[config.mk]
export PLATFORM = sky130hd
export DESIGN_NAME = dot_requant_packer_flat
export DESIGN_NICKNAME = d
export VERILOG_FILES = /design/src/rtl/dot_requant_packer_if.sv /design/src/rtl/dot_requant_packer.sv /design/src/flat_wrapper.sv
export SDC_FILE = /design/constraint.sdc
export NUM_CORES = 1
export LEC_CHECK = 0
export CAP_MARGIN = 20
export CORE_UTILIZATION = 48
export CTS_CLUSTER_DIAMETER = 100
export CTS_CLUSTER_SIZE = 24
export DETAILED_ROUTE_END_ITERATION = 10
export PLACE_DENSITY_LB_ADDON = 0.15
export SLEW_MARGIN = 10
export SYNTH_ARGS = -nofsm -noshare
export SYNTH_HDL_FRONTEND = slang
export SYNTH_SLANG_ARGS = --single-unit
[constraint.sdc]
create_clock -name i_clk -period 6 [get_ports i_clk]
set_input_delay 1.8 -clock i_clk [delete_from_list [all_inputs] [get_ports i_clk]]
set_output_delay 1.8 -clock i_clk [all_outputs]
set_load 0.02 [all_outputs]
[src/rtl/dot_requant_packer_if.sv]
// dot_requant_packer_if: partial-sum input stream and packed-vector output stream of dot_requant_packer.
interface dot_requant_packer_if #(
  parameter int RES_WIDTH = 14,
  parameter int OUT_WIDTH = 4,
  parameter int VEC_SIZE  = 64
);
  localparam int VEC_WIDTH = OUT_WIDTH * VEC_SIZE;
  localparam int CNT_WIDTH = $clog2(VEC_SIZE) + 1;
  logic                        i_valid;
  logic                        o_ready;
  logic signed [RES_WIDTH-1:0] i_product;
  logic                        i_last;
  logic [4:0]                  i_shift;
  logic                        o_valid;
  logic                        i_ready;
  logic [VEC_WIDTH-1:0]        o_vec;
  logic [CNT_WIDTH-1:0]        o_sat_cnt;
  modport master (
    output i_valid, i_product, i_last, i_shift, i_ready,
    input  o_ready, o_valid, o_vec, o_sat_cnt
  );
  modport slave (
    input  i_valid, i_product, i_last, i_shift, i_ready,
    output o_ready, o_valid, o_vec, o_sat_cnt
  );
endinterface

[src/rtl/dot_requant_packer.sv]
// dot_requant_packer: accumulates partial sums over K-tiles, requantizes to signed 4-bit and packs VEC_SIZE lanes.
// Define REQUANT_ROUND_EN for round-half-up before the shift; otherwise the shift truncates (floor).
module dot_requant_packer #(
  parameter int RES_WIDTH = 14,
  parameter int ACC_WIDTH = 24,
  parameter int OUT_WIDTH = 4,
  parameter int VEC_SIZE  = 64,
  parameter int VEC_WIDTH = OUT_WIDTH * VEC_SIZE
) (
  input logic i_clk,
  input logic i_rst,
  dot_requant_packer_if.slave bus
);
  localparam int CW = $clog2(VEC_SIZE) + 1;
  localparam int LW = VEC_SIZE > 1 ? $clog2(VEC_SIZE) : 1;
  typedef enum logic {FILL, FULL} state_t;
  state_t                      state_q, state_d;
  logic signed [ACC_WIDTH-1:0] acc_q, acc_d, sum;
  logic [LW-1:0]               lane_q, lane_d;
  logic [VEC_WIDTH-1:0]        vec_q, vec_d;
  logic [CW-1:0]               sat_q, sat_d;
  logic signed [ACC_WIDTH:0]   q;
  logic [OUT_WIDTH-1:0]        res;
  logic                        accept, done, drain, wrap, clip_hi, clip_lo;
  assign bus.o_valid   = state_q == FULL;
  assign bus.o_ready   = state_q == FILL || bus.i_ready;
  assign bus.o_vec     = vec_q;
  assign bus.o_sat_cnt = sat_q;
  always_comb sum = acc_q + ACC_WIDTH'(bus.i_product);
`ifdef REQUANT_ROUND_EN
  logic signed [ACC_WIDTH:0] rnd;
  // One extra bit so adding the half-LSB cannot overflow the accumulator range.
  always_comb rnd = bus.i_shift == 5'd0 ? '0 : (ACC_WIDTH+1)'(1) << (bus.i_shift - 5'd1);
  always_comb q = ($signed({sum[ACC_WIDTH-1], sum}) + rnd) >>> bus.i_shift;
`else
  always_comb q = $signed({sum[ACC_WIDTH-1], sum}) >>> bus.i_shift;
`endif
  always_comb begin
    clip_hi = !q[ACC_WIDTH] && (|q[ACC_WIDTH-1:OUT_WIDTH-1]);
    clip_lo = q[ACC_WIDTH] && !(&q[ACC_WIDTH-1:OUT_WIDTH-1]);
    res     = clip_hi ? {1'b0, {(OUT_WIDTH-1){1'b1}}} :
              clip_lo ? {1'b1, {(OUT_WIDTH-1){1'b0}}} : q[OUT_WIDTH-1:0];
  end
  always_comb begin
    accept  = bus.i_valid && bus.o_ready;
    done    = accept && bus.i_last;
    drain   = state_q == FULL && bus.i_ready;
    wrap    = lane_q == LW'(VEC_SIZE - 1);
    acc_d   = accept ? (bus.i_last ? '0 : sum) : acc_q;
    lane_d  = done ? (wrap ? '0 : lane_q + 1'b1) : lane_q;
    // Draining clears the buffer so a same-cycle lane-0 write starts a clean vector.
    vec_d   = drain ? '0 : vec_q;
    if (done) vec_d[lane_q*OUT_WIDTH +: OUT_WIDTH] = res;
    sat_d   = (drain ? '0 : sat_q) + CW'(done && (clip_hi || clip_lo));
    state_d = done && wrap ? FULL : drain ? FILL : state_q;
  end
  always_ff @(posedge i_clk) begin
    if (i_rst) begin
      state_q <= FILL;
      acc_q   <= '0;
      lane_q  <= '0;
      vec_q   <= '0;
      sat_q   <= '0;
    end else begin
      state_q <= state_d;
      acc_q   <= acc_d;
      lane_q  <= lane_d;
      vec_q   <= vec_d;
      sat_q   <= sat_d;
    end
  end
endmodule

[src/flat_wrapper.sv]
// flat-port wrapper written by rule: the top's interface ports become plain ports
module dot_requant_packer_flat 
#(
  parameter int RES_WIDTH = 14,
  parameter int ACC_WIDTH = 24,
  parameter int OUT_WIDTH = 4,
  parameter int VEC_SIZE  = 64,
  parameter int VEC_WIDTH = OUT_WIDTH * VEC_SIZE
)
  (i_clk, i_rst, bus_i_valid, bus_i_product, bus_i_last, bus_i_shift, bus_i_ready, bus_o_ready, bus_o_valid, bus_o_vec, bus_o_sat_cnt);
  dot_requant_packer_if #(.RES_WIDTH(RES_WIDTH), .OUT_WIDTH(OUT_WIDTH), .VEC_SIZE(VEC_SIZE)) bus_i ();
  input logic i_clk;
  input logic i_rst;
  input wire logic [$bits(bus_i.i_valid)-1:0] bus_i_valid;
  input wire logic [$bits(bus_i.i_product)-1:0] bus_i_product;
  input wire logic [$bits(bus_i.i_last)-1:0] bus_i_last;
  input wire logic [$bits(bus_i.i_shift)-1:0] bus_i_shift;
  input wire logic [$bits(bus_i.i_ready)-1:0] bus_i_ready;
  output wire logic [$bits(bus_i.o_ready)-1:0] bus_o_ready;
  output wire logic [$bits(bus_i.o_valid)-1:0] bus_o_valid;
  output wire logic [$bits(bus_i.o_vec)-1:0] bus_o_vec;
  output wire logic [$bits(bus_i.o_sat_cnt)-1:0] bus_o_sat_cnt;
  assign bus_i.i_valid = bus_i_valid;
  assign bus_i.i_product = bus_i_product;
  assign bus_i.i_last = bus_i_last;
  assign bus_i.i_shift = bus_i_shift;
  assign bus_i.i_ready = bus_i_ready;
  assign bus_o_ready = bus_i.o_ready;
  assign bus_o_valid = bus_i.o_valid;
  assign bus_o_vec = bus_i.o_vec;
  assign bus_o_sat_cnt = bus_i.o_sat_cnt;
  dot_requant_packer #(.RES_WIDTH(RES_WIDTH), .ACC_WIDTH(ACC_WIDTH), .OUT_WIDTH(OUT_WIDTH), .VEC_SIZE(VEC_SIZE), .VEC_WIDTH(VEC_WIDTH)) u_core (.i_clk(i_clk), .i_rst(i_rst), .bus(bus_i));
endmodule
Yosys cells after proc, flatten, opt, wreduce, memory -nomap -nowiden
Index checks and enable logic that the tools add are counted.
{ "totals": {"out_inout_bits": 265, "input_bits": 24, "register_bits": 294} }
{ "op_classes": {"mux": 10, "eq_ne": 1, "n_bitwise": 1, "shifts": 3, "addsub": 4, "reduce_logical": 14} }
{ "op_table": {"columns": ["operator", "count"], "rows": [
  ["$mux 256", 2],
  ["$bwmux 256", 1],
  ["$shift 4x34->256 const A", 1],
  ["$shiftx 4x34->256", 1],
  ["$neg 8->34", 1],
  ["$sshr 24x5->25", 1],
  ["$add 24x14->24", 1],
  ["$mux 24", 1],
  ["$reduce_and 21->1", 1],
  ["$reduce_or 21->1", 1],
  ["$mux 4", 2],
  ["$add 7x1->7", 1],
  ["$logic_and 1x1->1", 7],
  ["$mux 7", 1],
  ["$add 6x1->6 const B", 1],
  ["$eq 6x6->1 const B", 1],
  ["$mux 6", 1],
  ["$logic_not 1->1", 2],
  ["$logic_or 1x1->1", 2],
  ["$mux 1", 2],
  ["$reduce_bool 2->1", 1],
  ["$not 1->1", 1]
]} }

Longest topological paths before layout
{ "logic_depth": {"depth_word": 10, "mapped_depth": 21} }

Worst setup path before layout
Ideal clock, no wire load.
{ "synth_path": {"kind": "input-to-reg", "startpoint": "input port bus_i_product[0]", "endpoint": "register u_core.sat_q[6], in the netlist u_core.bus.o_sat_cnt[6]", "path_stages": 20, "n_path_buf": 0, "setup_time_ns": 0.120, "t_arrival_ns": 5.983, "setup_slack_ns": -0.103, "path_cell_list": "ha_1 -> fa_1 -> a21o_1 -> a221o_1 -> a221o_1 -> xor2_1 -> a22o_1 -> a221oi_2 -> o221ai_1 -> or3_1 -> nor4_2 -> nand4_2 -> o31ai_1 -> nor2_1 -> ha_1 -> ha_1 -> nand3_1 -> nor2_1 -> xnor2_1 -> nor2_1"} }
{ "synth_between": {"elab_chain_cells": 8} }
{ "synth_lines": {"columns": ["element", "line_no", "rtl"], "rows": [
  ["start: declaration", "flat_wrapper.sv:15", "input wire logic [$bits(bus_i.i_product)-1:0] bus_i_product;"],
  ["$add 24x14->24 (*)", "dot_requant_packer.sv:29", "always_comb sum = acc_q + ACC_WIDTH'(bus.i_product);"],
  ["$sshr 24x5->25 (*)", "dot_requant_packer.sv:36", "always_comb q = $signed({sum[ACC_WIDTH-1], sum}) >>> bus.i_shift;"],
  ["$reduce_and 21->1", "dot_requant_packer.sv:40", "clip_lo = q[ACC_WIDTH] && !(&q[ACC_WIDTH-1:OUT_WIDTH-1]);"],
  ["$logic_not 1->1", "dot_requant_packer.sv:40", null],
  ["$logic_and 1x1->1", "dot_requant_packer.sv:40", null],
  ["$logic_or 1x1->1 (*)", "dot_requant_packer.sv:54", "sat_d = (drain ? '0 : sat_q) + CW'(done && (clip_hi || clip_lo));"],
  ["$logic_and 1x1->1 (*)", "dot_requant_packer.sv:54", null],
  ["$add 7x1->7 (*)", "dot_requant_packer.sv:54", null],
  ["end signal: assignment", "dot_requant_packer.sv:69", "sat_q <= sat_d;"],
  ["end: declaration", "dot_requant_packer.sv:21", "logic [CW-1:0] sat_q, sat_d;"]
]} }
Mark *: on every way between the ends. The rest lies on a longest branch, timed or not.
A chain may end at the register's enable or synchronous reset.

Worst setup path in the final report
{ "layout_path": {"startpoint": "input port bus_i_product[10]", "endpoint": "register u_core.vec_q[113], in the netlist u_core.bus.o_vec[113]"} }
{ "layout_between": {"elab_chain_cells": 10} }
{ "layout_lines": {"columns": ["element", "line_no", "rtl"], "rows": [
  ["$add 24x14->24 (*)", "dot_requant_packer.sv:29", null],
  ["$sshr 24x5->25 (*)", "dot_requant_packer.sv:36", null],
  ["$reduce_and 21->1", "dot_requant_packer.sv:40", null],
  ["$logic_not 1->1", "dot_requant_packer.sv:40", null],
  ["$logic_and 1x1->1", "dot_requant_packer.sv:40", null],
  ["$mux 4", "dot_requant_packer.sv:42", "clip_lo ? {1'b1, {(OUT_WIDTH-1){1'b0}}} : q[OUT_WIDTH-1:0];"],
  ["$mux 4 (*)", "dot_requant_packer.sv:41", "res = clip_hi ? {1'b0, {(OUT_WIDTH-1){1'b1}}} :"],
  ["$shiftx 4x34->256 (*)", "dot_requant_packer.sv:53", "if (done) vec_d[lane_q*OUT_WIDTH +: OUT_WIDTH] = res;"],
  ["$bwmux 256 (*)", "dot_requant_packer.sv:53", null],
  ["$mux 256 (*)", "dot_requant_packer.sv:53", null],
  ["end signal: assignment", "dot_requant_packer.sv:68", "vec_q <= vec_d;"],
  ["end: declaration", "dot_requant_packer.sv:20", "logic [VEC_WIDTH-1:0] vec_q, vec_d;"]
]} }
Marked as above.

==> flow_summary.yaml <==
grt:
  antenna_found_initial: 0
  grt.overflow.total: 0
  grt_pass1_wl_um: 96010
  grt_pass1_vias: 16540
  grt_use_total_pct: 39.24
  grt_max_degree: 129
yosys:
  synth_simple_gate_area_share_pct: 27.10
  synth_top_area_share_pct: 39.22
  synth_cells: 1889
  synthAdderAreaFrac_pct: 2.468
  synthXorXnorAreaFrac_pct: 1.926
  yosys.cell_types.count: 85
  yosys_warnings: 0
  synth_top_family_by_area: "simple AND/OR/NAND/NOR gates"
  yosysTopAreaCell: "dfxtp_1"
  synthArstFlopShare_pct: 0
  netlist_top_cells_area: "dfxtp_1 39%, o31ai_1 9.0%, nand3_1 8.8%"
  synth_ff_type: "dfxtp_1"
  synth.avg_cell_area_um2: 7.944
  ys_seq_elements: 294
  synthesis.nets: 1942
  yosysSeqAreaShare_pct: 39.22
  synth_compound_area_share_pct: 23.39
  synth_edf_count: 0
  muxShareOfSynthArea_pct: 1.726
  syn_area_um2: 15010
clock_network:
  root_buffer: "clkbuf_16"
  cts.clk_slew.worst_paths_ns: 0.09
  htree_levels: 1
  insertion_delay_ns: 0.53
  clk_path_buf_depth: 3
  cts_tree: "built"
  cts.sinks: 294
  holdBufCountCts: 0
  cts_buffers: 17
worst_setup_path:
  critPathLaunchType: "input port"
  r2r_start: "u_core.acc_q[0]$_SDFFE_PP0P_"
  end_kind: "register"
  max_stage_delay_ns: 0.44
  cp_max_fo: 14
  cp_common_cell: "buf_4"
  cpMaxStageDelayCell: "clkdlybuf4s50_1"
  worstSetupPathType: "in -> reg"
  r2r-end: "u_core.bus.o_vec[113]$_SDFF_PP0_"
  ff2ff_path_depth: 20
  crit_chain: "clkdlybuf4s50_1, ha_4, buf_6, and4_1, and2_1, a22oi_2, buf_4, buf_4, a22o_1, or2_4, buf_4, or3_1, o221ai_4, nor3_4, nor4_4, nand4_2, buf_4, buf_4, nor4_4, buf_4, buf_12, o31ai_1"
  reg2reg_slack_ns: 1.24
  worstPathRequired_ns: 6.37
  crit_arrival_ns: 6.24
sta:
  finClkSkew_ns: 0.03547
  max_slew.worst_pin.slew_ns: 1.193
  final-max-slew-violation-count: 0
  fin_crit_ns: 5.863
  finalSetupViolCount: 0
  post-route-period-util_pct: 97.72
  tns_ns: 0
  hold_viol_final: 0
  fmax_mhz: 170.5
  slew_headroom_pct: 20.02
routing:
  wl_met3_um: 6415
  met2_length_um: 30240
  drc: 0
  drt.antenna.violating_nets: 0
  wire_per_inst_um: 23.79
  viasPerCell: 6.450
  drt_iter0_markers: 1863
  vias: 17610
  first_pass_iters: 6
  wirelength_met1_um: 25010
  route.top_layer_used: "met4"
  wl_um: 64960
outcome:
  status: "complete, no violations"
job:
  maxCapViolCount: 0
place:
  place_inst: 2701
  dpl.hpwl_um: 47630
  gp_congestion: 0.9742
  port_buffers: 288
min_path:
  hold_depth: 2
  hold_path_end: "u_core.bus.o_vec[176]$_SDFF_PP0_"
  min_from: "u_core.bus.o_vec[176]$_SDFF_PP0_"
  hp-class: "reg -> reg"
layout:
  syn_to_final_growth_pct: 40.31
  fin_nets: 2386
  fin_cells: 2730
  diodes: 0
  post-route-util_pct: 68.66
  drive_gt1_share_pct: 16.75
die:
  design.core.area_um2: 30670
  rows: 64
  num_io_pins: 289
  die_y_um: 178.8
  initial_core_util_pct: 48.93
  dieArea_um2: 31970
  die_x_um: 178.8
power:
  max-vdd-ir-drop_mv: 0.2221
  power_density_nw_per_um2: 204.6
  leakage_nw: 7.473
## synth_stat cells (all sizes together), types with 18 or more instances
| cell type | count |
|---|---|
| nand2 | 240 |
| nand3 | 264 |
| nor2 | 200 |
| o31ai | 179 |
| ha | 28 |
| nor3 | 44 |
| buf | 25 |
| o21ai | 37 |
| or3 | 19 |
| dfxtp | 294 |
| nand4 | 25 |
| clkbuf | 107 |
| xnor2 | 18 |
| a31oi | 36 |
| a21oi | 87 |
| a22oi | 27 |
## flip-flops by register name, summed over array words and instances, names as in the netlist
register,flops
u_core.lane_q,6
u_core.bus.o_vec,256
u_core.bus.o_valid,1
u_core.acc_q,24
u_core.bus.o_sat_cnt,7
## worst max-delay path: cells and delay by family
family	cells	cell delay (ns)
AO/OA/AOI/OAI	4	0.49
AND/OR/NAND/NOR	8	1.90
buffers and inverters	9	1.74
adder cells (fa/ha/maj)	1	0.29
## cells in the final DEF (no fill, tap or decap), types with 8 or more instances in the layout
cell type | synthesis | layout
o211ai_1 | 13 | 13
o21a_1 | 8 | 8
xor2_1 | 15 | 14
xnor2_1 | 18 | 16
nand2_1 | 240 | 239
nor4_1 | 10 | 10
nor3_1 | 42 | 38
clkbuf_16 | 0 | 17
nor2_1 | 200 | 198
ha_1 | 28 | 16
a31oi_1 | 36 | 32
o31ai_1 | 179 | 178
inv_1 | 14 | 14
buf_4 | 1 | 249
or3_1 | 19 | 18
buf_12 | 0 | 20
o41ai_1 | 15 | 15
a21oi_1 | 86 | 78
nand2b_1 | 8 | 8
dfxtp_1 | 294 | 294
nand4_1 | 24 | 24
clkdlybuf4s50_1 | 0 | 280
nand3_1 | 264 | 262
and3_1 | 11 | 10
a22oi_1 | 26 | 25
o21ai_0 | 28 | 25
and2_1 | 11 | 10
## report_power, final
part	total (W)	internal, W	switching, W
Combinational	0.00110	0.000463	0.000639
Sequential	0.00197	0.00196	0.0000130
Clock	0.00123	0.000532	0.000699
Total	0.00431	0.00296	0.00135
## cell families after synthesis
kind of cell | Yosys count
xor gates and xnor gates | 33
DFF | 294
buffers and inverters | 149
adders and majority gates | 29
and+or+nand+nor | 873
muxes | 17
AOI/OAI and AO/OA | 494
## metrics by stage
stage / power (W) / worst slack [ns] / cell area [um2] / hold slack (ns)
floorplan: 0.002514 / 0.004167 / 15010 / 0.4356
global placement: 0.003027 / -0.9209 / 20120 / 0.4382
detailed placement: 0.003028 / -0.9994 / 20120 / 0.4488
CTS: 0.004237 / 0.03479 / 20760 / 0.4637
finish: 0.004308 / 0.1366 / 21060 / 0.4657
global route: 0.004438 / -0.002694 / 21060 / 0.4851
## worst max-delay path by stage
stage / to / slack [ns] / depth (start not counted) / start
2_1_floorplan: u_core.bus.o_sat_cnt[6]$_SDFF_PP0_ / 0.004 / 21 / bus_i_product[0]
3_3_place_gp: u_core.bus.o_sat_cnt[6]$_SDFF_PP0_ / -0.92 / 22 / bus_i_product[0]
3_5_place_dp: u_core.bus.o_sat_cnt[6]$_SDFF_PP0_ / -1.0 / 22 / bus_i_product[13]
4_1_cts: u_core.bus.o_sat_cnt[2]$_SDFF_PP0_ / 0.03 / 21 / bus_i_product[0]
5_1_grt: u_core.bus.o_vec[113]$_SDFF_PP0_ / -0.003 / 21 / bus_i_product[10]
6_report: u_core.bus.o_vec[113]$_SDFF_PP0_ / 0.14 / 22 / bus_i_product[10]
## metal layers
metal / track usage [%] / up-vias
met5: 0 / -
met4: 19.17 / 0
li1: - / 7932
met3: 8.291 / 196
met2: 64.30 / 996
met1: 48.71 / 8485
## area by class of cell
class                      count  area, um2
fill                        2529       9613
timing repair buffer         557       5137
multi-input combinational   1446       9001
clock inverter                 3      47.55
tap                          396      495.5
clock buffer                  17      425.4
sequential                   294       5886
inverter                      17      63.81
## repair_timing
item	4_1_cts	5_1_grt
setup buffers	4	5
gates resized for setup	35	58
pin swaps	14	14
setup endpoints to repair	199	198
Note: power is estimated with default switching activity, not from simulation.
